**src/rtl/reg_ctrl_if.sv**
```systemverilog
// SPI byte side and register-file side of the command decoder.
// slave: the decoder; master: the SPI slave plus register file.
interface reg_ctrl_if #(
  parameter int ADDR_W = 3
);
  logic              spi_cs_n_i;
  logic              spi_byte_vld_i;
  logic [7:0]        spi_byte_data_i;
  logic [7:0]        spi_tx_data_o;
  logic [ADDR_W-1:0] reg_rd_addr_o;
  logic [7:0]        reg_rd_data_i;
  logic              reg_wr_en_o;
  logic [ADDR_W-1:0] reg_wr_addr_o;
  logic [7:0]        reg_wr_data_o;
  logic              cmd_err_o;

  modport slave (
    input  spi_cs_n_i,
    input  spi_byte_vld_i,
    input  spi_byte_data_i,
    output spi_tx_data_o,
    output reg_rd_addr_o,
    input  reg_rd_data_i,
    output reg_wr_en_o,
    output reg_wr_addr_o,
    output reg_wr_data_o,
    output cmd_err_o
  );

  modport master (
    output spi_cs_n_i,
    output spi_byte_vld_i,
    output spi_byte_data_i,
    input  spi_tx_data_o,
    input  reg_rd_addr_o,
    output reg_rd_data_i,
    input  reg_wr_en_o,
    input  reg_wr_addr_o,
    input  reg_wr_data_o,
    input  cmd_err_o
  );
endinterface

```
**src/rtl/reg_ctrl.sv**
```systemverilog
// SPI command decoder and register-bus initiator.
// One command byte per frame, then auto-incrementing data/dummy bytes.
module reg_ctrl #(
  parameter int ADDR_W   = 3,
  parameter int REG_BASE = 2
) (
  input logic        clk_i,
  input logic        rst_n_i,
  reg_ctrl_if.slave  bus
);

  typedef enum logic [2:0] {
    IDLE,
    CMD,
    WRITE,
    READ,
    DISCARD
  } state_t;

  state_t            state;
  logic [ADDR_W-1:0] ptr;
  logic [7:0]        tx_q;
  logic              wr_en_q;
  logic [ADDR_W-1:0] wr_addr_q;
  logic [7:0]        wr_data_q;
  logic              err_q;
  logic [6:0]        rsvd;
  logic              wr_ok;

  // Bits above the address field, below the R/W flag, must be zero.
  assign rsvd  = bus.spi_byte_data_i[6:0] >> ADDR_W;
  assign wr_ok = ptr >= ADDR_W'(REG_BASE);

  assign bus.reg_rd_addr_o = ptr;
  assign bus.spi_tx_data_o = tx_q;
  assign bus.reg_wr_en_o   = wr_en_q;
  assign bus.reg_wr_addr_o = wr_addr_q;
  assign bus.reg_wr_data_o = wr_data_q;
  assign bus.cmd_err_o     = err_q;

  always_ff @(posedge clk_i or negedge rst_n_i) begin
    if (!rst_n_i) begin
      state     <= IDLE;
      ptr       <= '0;
      tx_q      <= 8'h00;
      wr_en_q   <= 1'b0;
      wr_addr_q <= '0;
      wr_data_q <= 8'h00;
      err_q     <= 1'b0;
    end else begin
      wr_en_q <= 1'b0;
      err_q   <= 1'b0;
      tx_q    <= (state == READ) ? bus.reg_rd_data_i : 8'h00;
      if (bus.spi_cs_n_i) begin
        state <= IDLE;
      end else begin
        unique case (state)
          IDLE: state <= CMD;
          CMD: begin
            if (bus.spi_byte_vld_i) begin
              if (rsvd != 7'd0) begin
                state <= DISCARD;
                err_q <= 1'b1;
              end else begin
                ptr   <= bus.spi_byte_data_i[ADDR_W-1:0];
                state <= bus.spi_byte_data_i[7] ? READ : WRITE;
              end
            end
          end
          WRITE: begin
            if (bus.spi_byte_vld_i) begin
              // Read-only addresses still advance the pointer.
              if (wr_ok) begin
                wr_en_q   <= 1'b1;
                wr_addr_q <= ptr - ADDR_W'(REG_BASE);
                wr_data_q <= bus.spi_byte_data_i;
              end
              ptr <= ptr + ADDR_W'(1);
            end
          end
          READ: begin
            if (bus.spi_byte_vld_i) ptr <= ptr + ADDR_W'(1);
          end
          DISCARD: state <= DISCARD;
          default: state <= IDLE;
        endcase
      end
    end
  end

endmodule

```
**src/flat_wrapper.sv**
```systemverilog
// flat-port wrapper written by rule: the top's interface ports become plain ports
module reg_ctrl_flat 
#(
  parameter int ADDR_W   = 3,
  parameter int REG_BASE = 2
)
  (clk_i, rst_n_i, bus_spi_cs_n_i, bus_spi_byte_vld_i, bus_spi_byte_data_i, bus_spi_tx_data_o, bus_reg_rd_addr_o, bus_reg_rd_data_i, bus_reg_wr_en_o, bus_reg_wr_addr_o, bus_reg_wr_data_o, bus_cmd_err_o);
  reg_ctrl_if #(.ADDR_W(ADDR_W)) bus_i ();
  input logic clk_i;
  input logic rst_n_i;
  input wire logic [$bits(bus_i.spi_cs_n_i)-1:0] bus_spi_cs_n_i;
  input wire logic [$bits(bus_i.spi_byte_vld_i)-1:0] bus_spi_byte_vld_i;
  input wire logic [$bits(bus_i.spi_byte_data_i)-1:0] bus_spi_byte_data_i;
  output wire logic [$bits(bus_i.spi_tx_data_o)-1:0] bus_spi_tx_data_o;
  output wire logic [$bits(bus_i.reg_rd_addr_o)-1:0] bus_reg_rd_addr_o;
  input wire logic [$bits(bus_i.reg_rd_data_i)-1:0] bus_reg_rd_data_i;
  output wire logic [$bits(bus_i.reg_wr_en_o)-1:0] bus_reg_wr_en_o;
  output wire logic [$bits(bus_i.reg_wr_addr_o)-1:0] bus_reg_wr_addr_o;
  output wire logic [$bits(bus_i.reg_wr_data_o)-1:0] bus_reg_wr_data_o;
  output wire logic [$bits(bus_i.cmd_err_o)-1:0] bus_cmd_err_o;
  assign bus_i.spi_cs_n_i = bus_spi_cs_n_i;
  assign bus_i.spi_byte_vld_i = bus_spi_byte_vld_i;
  assign bus_i.spi_byte_data_i = bus_spi_byte_data_i;
  assign bus_spi_tx_data_o = bus_i.spi_tx_data_o;
  assign bus_reg_rd_addr_o = bus_i.reg_rd_addr_o;
  assign bus_i.reg_rd_data_i = bus_reg_rd_data_i;
  assign bus_reg_wr_en_o = bus_i.reg_wr_en_o;
  assign bus_reg_wr_addr_o = bus_i.reg_wr_addr_o;
  assign bus_reg_wr_data_o = bus_i.reg_wr_data_o;
  assign bus_cmd_err_o = bus_i.cmd_err_o;
  reg_ctrl #(.ADDR_W(ADDR_W), .REG_BASE(REG_BASE)) u_core (.clk_i(clk_i), .rst_n_i(rst_n_i), .bus(bus_i));
endmodule
```
**config.mk**
```make
export PLATFORM = sky130hd
export DESIGN_NAME = reg_ctrl_flat
export DESIGN_NICKNAME = d
export VERILOG_FILES = /design/src/rtl/reg_ctrl_if.sv /design/src/rtl/reg_ctrl.sv /design/src/flat_wrapper.sv
export SDC_FILE = /design/constraint.sdc
export NUM_CORES = 1
export LEC_CHECK = 0
export ABC_AREA = 0
export BUFFER_PORTS_ARGS = -buffer_cell sky130_fd_sc_hd__buf_4
export CAP_MARGIN = 20
export CORE_ASPECT_RATIO = 1.75
export CORE_MARGIN = 2
export CORE_UTILIZATION = 30
export CTS_CLUSTER_DIAMETER = 200
export DETAILED_ROUTE_END_ITERATION = 8
export PLACE_DENSITY = 0.65
export SLEW_MARGIN = 20
export SYNTH_ARGS = -nofsm -noshare
export SYNTH_HDL_FRONTEND = slang
export SYNTH_SLANG_ARGS = --single-unit
export TNS_END_PERCENT = 50
```
**constraint.sdc**
```tcl
create_clock -name clk_i -period 1.55 [get_ports clk_i]
set_clock_uncertainty 0.15 [all_clocks]
set_input_delay 0.465 -clock clk_i [delete_from_list [all_inputs] [get_ports clk_i]]
set_output_delay 0.465 -clock clk_i [all_outputs]
set_load 0.01 [all_outputs]
```
==> impl_results.md, run 1 <==
- Status: finished, violations left
- Failing checks: setup timing
- Initial core utilization: 30.5%
- Vias in the first global route: 1011
- Final nets: 180
- WS Path Type: flip-flop to flip-flop
- Placed Cells: 197
- Slowest stage cell, crit path: dfrtp_1
- Final RePlAce weighted congestion: 0.775
- Gate Count Post-Synth: 93
- Leak: 0.000999 uW
- Setup-failing EPs final: 13
- Final period util: 111%
- Final critical-path required period: 1.71 ns
- Seq/Total Area, Yosys: 54.4%
- Setup TNS: -1.72 ns
- CP Max Fanout: 8
- Setup ws final: -0.164 ns
- FF+latch count, synth: 27
- WL per Instance: 14.4 microns
- Yosys warns: 0
- Post-synth EDFFs: 0
- Total power: 1560 uW
- Min-Delay Path Class: input port to flip-flop
- Peak VDD IR: 0.000506 V
- H-tree Lvls: 1
- I/O Buffers: 43
- Pre-antenna DRT Iters: 4
- Post-synthesis mux area share: 13.9%
- Drt drc: 0
- Last element of the critical path: u_core.bus.reg_wr_data_o[4]$_DFFE_PN0P_
- Mapped Area: 0.00124 sq mm
- Asr flop ratio synth: 100%
- GRT Resource Usage Total: 13.4%
- Cts bufs inserted: 3
- FF+latch area: 676 sq um
- Initial antenna violation count: 0
- Adder-cell share of the synthesized area: 3.02%
- Die Area: 0.00469 sq mm
- Critical Path AT: 1.73 ns
- Vias: 959
- RSZ-0062 raised after global routing: true
- Clock-pin slew on the worst setup and hold paths: 0.09 ns
- Crit path cell chain: ha_2 > nor2b_4 > o2111ai_4 > buf_12 > mux2_4
- CP peak stage delay: 0.44 ns
- Fmax: 583 MHz
- Proportion of layout cells with a drive suffix above 1: 55.8%
- Layout Cells excl Fill: 205
- Max cap viols: 0
- Grt ovf: 0
- Worst Setup SP: u_core.bus.reg_rd_addr_o[1]$_DFFE_PN0P_
- Worst-Skew Late Latency: 0.28 ns
- Commonest non-fill, non-tap cell in the layout: buf_4
- Startpoint Class: flip-flop
- Simple-gate share of the synthesized area: 15.1%
- CTS tree: yes
- RR Endpoint: u_core.bus.reg_wr_data_o[4]$_DFFE_PN0P_
- Clock Sinks: 27
- Top-level port count: 44
- DIE HEIGHT: 89.1 microns
- Slew Limit Fails: 0
- CP Capture Type: flip-flop
- CTS max path bufs: 2
- Synth cell types: 31
- Post-synthesis compound-gate area fraction: 8.56%
- Worst reg-to-reg setup slack: -0.16 ns
- Actual slew at the worst max-slew pin: 0.339 ns
- Prevailing post-synth register cell: dfrtp_1
- Die width: 52.6 microns
- Final Hold Viols: 0
- Fill cells: 397
- Area of the multi-input gates: 532 sq um
- Remaining antenna violation count: 0
- Synth Area per Inst: 13.4 sq um
- Reg2Reg Depth: 5
- Worst rel slew slack: 77.4%
- Clock Tree Root: clkbuf_8
- CP required: 1.57 ns
- Vias per Instance: 4.68
- Syn Nets: 116
- DR iter-0 viols: 15
- Most frequent cells in the layout: buf_4, dfrtp_1, mux2_4
- R2r startpoint: u_core.bus.reg_rd_addr_o[1]$_DFFE_PN0P_
- P&R area growth vs syn: 49.5%
- # diodes: 0
- Largest net degree at the start of global routing: 28
- FP Rows: 31
- Largest family of logic cells by synthesized area: simple AND/OR/NAND/NOR gates
- Post-synthesis xor/xnor area fraction: 0%
- Core area: 0.00407 sq mm
- First-pass GRT wire length: 4660 microns
- WL final: 2960 microns
- PwrDens: 838 mW/mm^2
==> power breakdown <==
| part | internal, uW | switching, uW | total [uW] |
|---|---|---|---|
| clock network | 183 | 224 | 407 |
| registers | 739 | 27.7 | 767 |
| logic | 225 | 158 | 384 |
| total | 1150 | 410 | 1560 |
==> critical path, delay by kind of cell (launching register included) <==
kind	cells	cell delay (ns)
buffers and inverters	1	0.17
flip-flops	1	0.44
AND/OR/NAND/NOR	1	0.12
adder cells (fa/ha/maj)	1	0.20
multiplexers	1	0.30
AO/OA/AOI/OAI	1	0.22
==> how the worst min path moves through the flow <==
stage	from	to	slack, ns	cells after the start
after floorplan	rst_n_i	u_core.bus.cmd_err_o$_DFF_PN0_	0.02	0
after global placement	rst_n_i	u_core.bus.spi_tx_data_o[1]$_DFF_PN0_	0.24	1
after detailed placement	rst_n_i	u_core.bus.spi_tx_data_o[7]$_DFF_PN0_	0.25	1
after CTS	bus_reg_rd_data_i[6]	u_core.bus.spi_tx_data_o[6]$_DFF_PN0_	0.26	2
after global routing	bus_reg_rd_data_i[6]	u_core.bus.spi_tx_data_o[6]$_DFF_PN0_	0.26	2
final	bus_reg_rd_data_i[6]	u_core.bus.spi_tx_data_o[6]$_DFF_PN0_	0.26	2
==> timing repair <==
action | 4_1_cts | 5_1_grt
endpoints found under the hold margin | 27 | 0
resized for setup | 7 | 3
cloned | 0 | 0
setup endpoints to repair | 14 | 16
buffers inserted | 1 | 2
pin swaps | 2 | 0
hold buffers | 1 | 0
==> synth_stat cells, types with 3 or more instances <==
cell	number	area (sq um)
a21oi_1	3	15.0
and3_1	8	50.1
inv_1	7	26.3
dfrtp_1	27	676
ha_1	3	37.5
mux2_4	8	120
mux2i_1	3	30.0
==> metal layers <==
metal,routed length (microns),global-route usage (%),up-vias,share of wire [%]
met4,64,7.46,0,2.2
met2,1770,24.2,19,60
met5,0,0,-,0
met3,74,1.17,5,2.5
met1,1050,15.1,476,36
li1,-,-,459,-
==> sequential cells by signal, indices dropped and copies added, names as in the netlist <==
| register | cells |
|---|---|
| u_core.bus.cmd_err_o | 1 |
| u_core.bus.reg_wr_en_o | 1 |
| u_core.state | 3 |
| u_core.bus.reg_wr_addr_o | 3 |
| u_core.bus.reg_wr_data_o | 8 |
| u_core.bus.spi_tx_data_o | 8 |
| u_core.bus.reg_rd_addr_o | 3 |
==> final cells by class <==
class	count	share of cell area (%)
flip-flops and latches	27	36.4
multi-input cells	54	28.6
repair buffers	64	27.7
well taps	49	3.30
clock buffers	3	2.22
inverters	7	1.41
clock inverters	1	0.404
==> metrics by stage <==
stage	instance area, sq um	hold slack [ns]	utilization, %	setup WS (ns)
floorplan	1250	0.0194	-	-0.222
global placement	1740	0.241	42.7	-0.138
detailed placement	1740	0.252	42.7	-0.181
CTS	1830	0.258	44.9	-0.169
global route	1860	0.256	45.6	-0.217
finish	1860	0.265	45.6	-0.164
==> logic make-up after synthesis <==
| kind of cell | count (synthesis) |
|---|---|
| multiplexers | 13 |
| buffers and inverters | 12 |
| AO/OA/AOI/OAI | 13 |
| flip-flops | 27 |
| AND/OR/NAND/NOR | 25 |
| adder cells (fa/ha/maj) | 3 |
No activity file was read; power rests on OpenSTA's default activity.
==> run 2: changes to the inputs <==
Settings changed: ABC_AREA 0 to 1.
==> impl_results.md, run 2 <==
- Asr flop ratio synth: 100%
- Grt ovf: 0
- CP top delay family: flip-flops
- Leak: 0.000970 uW
- Dominant cell type by area after synthesis: dfrtp_1
- DIE HEIGHT: 87.9 microns
- CP Capture Type: output port
- Setup TNS: 0 ns
- I/O Buffers: 43
- CTS tree: yes
- Final critical-path required period: 1.51 ns
- Vias in the first global route: 1027
- Clock Sinks: 27
- Die Area: 0.00456 sq mm
- Worst rel slew slack: 77.0%
- Initial core utilization: 31.2%
- Post-synth EDFFs: 0
- Worst-Skew Late Latency: 0.27 ns
- Final Hold Viols: 0
- Yosys warns: 0
- Seq/Total Area, Yosys: 56.0%
- Initial antenna violation count: 0
- Prevailing post-synth register cell: dfrtp_1
- WL per Instance: 10.8 microns
- Gate Count Post-Synth: 143
- Min-Delay Path Class: input port to flip-flop
- Max cap viols: 0
- Top-level port count: 44
- Synth Area per Inst: 8.43 sq um
- Commonest non-fill, non-tap cell in the layout: nand2_1
- Fill cells: 407
- CP peak stage delay: 0.45 ns
- Mapped Area: 0.00121 sq mm
- Share of the synthesized area in the top cell type: 56.0%
- Final RePlAce weighted congestion: 0.791
- DR iter-0 viols: 17
- Buf/Inv on CP: 1
- Actual slew at the worst max-slew pin: 0.345 ns
- Core area: 0.00387 sq mm
- Clock-pin slew on the worst setup and hold paths: 0.09 ns
- Most common cell in the netlist: nand2_1
- H-tree Lvls: 1
- Startpoint Class: flip-flop
- Critical Path AT: 0.89 ns
- PwrDens: 1170 mW/mm^2
- Area post-placement: 0.00160 sq mm
- Dpl hpwl: 2070 microns
- Slew Limit Fails: 0
- CP Max Fanout: 5
- Syn Nets: 166
- Final period util: 97.1%
- DR WL met3: 119 microns
- FP Rows: 30
- Setup-failing EPs final: 0
- Pre-antenna DRT Iters: 4
- Fmax: 664 MHz
- Synth cell types: 17
- Final nets: 215
- GRT Resource Usage Total: 12.3%
- Met2 routed WL: 1520 microns
- DR top layer: met4
- Synth top cells by count: nand2_1, dfrtp_1, nor2_1
- First-pass GRT wire length: 4150 microns
- Vias: 1036
- Total power: 1920 uW
- CP required: 0.93 ns
- Cts bufs inserted: 3
- Final instance area: 0.00165 sq mm
- Remaining antenna violation count: 0
- Layout Cells excl Fill: 239
- FF+latch count, synth: 27
- Largest net degree at the start of global routing: 28
- CTS max path bufs: 2
- P&R area growth vs syn: 36.6%
- Clock Tree Root: clkbuf_8
- Die width: 51.9 microns
- Placed Cells: 235
- WL final: 2570 microns
- Status: completed
- Drt drc: 0
- # diodes: 0
- WS Path Type: flip-flop to output port
- Proportion of layout cells with a drive suffix above 1: 29.8%
- Synth area leaders: dfrtp_1, nand2_1, nand3_1
- Crit path cell chain: buf_4
- RSZ-0062 raised after global routing: false
- Metal-1 WL: 880 microns
- Most frequent cells in the layout: nand2_1, buf_4, dfrtp_1
- Slowest stage cell, crit path: dfrtp_1
- Peak VDD IR: 0.000537 V
- Vias per Instance: 4.33
[run 2: cell types whose count changed after synthesis, moves of 3 or more]
cell and change:
a21oi_1 -3, and3_1 -8, inv_1 +9, mux2_4 -8, mux2i_1 -3, nand2_1 +50, nand3_1 +12, nor2_1 +15
o21ai_0 +3
[run 2: what timing repair did]
action                                  4_1_cts  5_1_grt
buffers inserted                              0        0
endpoints found under the hold margin        27        0
resized for setup                             0        1
endpoints found under the setup margin        1        1
hold buffers                                  1        0
[run 2: final timing paths]
check,start,to,slack (ns),cells past startpoint
max reg2reg,u_core.state[0]$_DFFE_PN0P_,u_core.state[2]$_DFFE_PN0P_,0.15,4
min in group asynchronous,rst_n_i,u_core.bus.reg_wr_data_o[4]$_DFFE_PN0P_,0.48,2
min,bus_reg_rd_data_i[2],u_core.bus.spi_tx_data_o[2]$_DFF_PN0_,0.25,3
max in group asynchronous,rst_n_i,u_core.bus.reg_rd_addr_o[0]$_DFFE_PN0P_,0.49,2
min reg2reg,u_core.bus.reg_wr_addr_o[2]$_DFFE_PN0P_,u_core.bus.reg_wr_addr_o[2]$_DFFE_PN0P_,0.33,2
max,u_core.bus.reg_rd_addr_o[2]$_DFFE_PN0P_,bus_reg_rd_addr_o[2],0.04,1
[run 2: cells by family (layout without fill, tap and decap cells)]
group,Yosys count,in the layout,share of synthesized area (%)
AOI/OAI and AO/OA,6,6,2.70
adders and majority gates,3,3,3.11
buffers and inverters,21,69,7.57
DFF,27,27,56.0
and+or+nand+nor,86,86,30.6
[run 2: area by class of cell]
class / count / area, sq um / area share [%]
timing repair buffer: 47 / 355 / 21.6
sequential: 27 / 677 / 41.1
inverter: 18 / 67.6 / 4.10
multi-input combinational: 95 / 439 / 26.7
clock inverter: 1 / 7.51 / 0.456
tap: 48 / 60.1 / 3.64
clock buffer: 3 / 41.3 / 2.51
[run 2: power breakdown]
| part | total (uW) | switching (uW) | internal (uW) |
|---|---|---|---|
| Sequential | 910 | 109 | 800 |
| Combinational | 608 | 332 | 276 |
| Clock | 403 | 221 | 182 |
[run 2: per-stage QoR]
| step | hold WS (ns) | setup WS (ns) | util, % |
|---|---|---|---|
| after floorplan | 0.0194 | 0.189 | - |
| after global placement | 0.248 | 0.0589 | 41.3 |
| after detailed placement | 0.251 | 0.0417 | 41.3 |
| after CTS | 0.239 | 0.0275 | 42.6 |
| after global routing | 0.233 | 0.00995 | 42.6 |
| final | 0.247 | 0.0446 | 42.6 |
[run 2: metal layers]
layer,GRT usage [%],up-vias
li1,-,529
met1,11.3,476
met2,23.9,27
met3,2.05,4
met4,7.42,0
met5,0,-
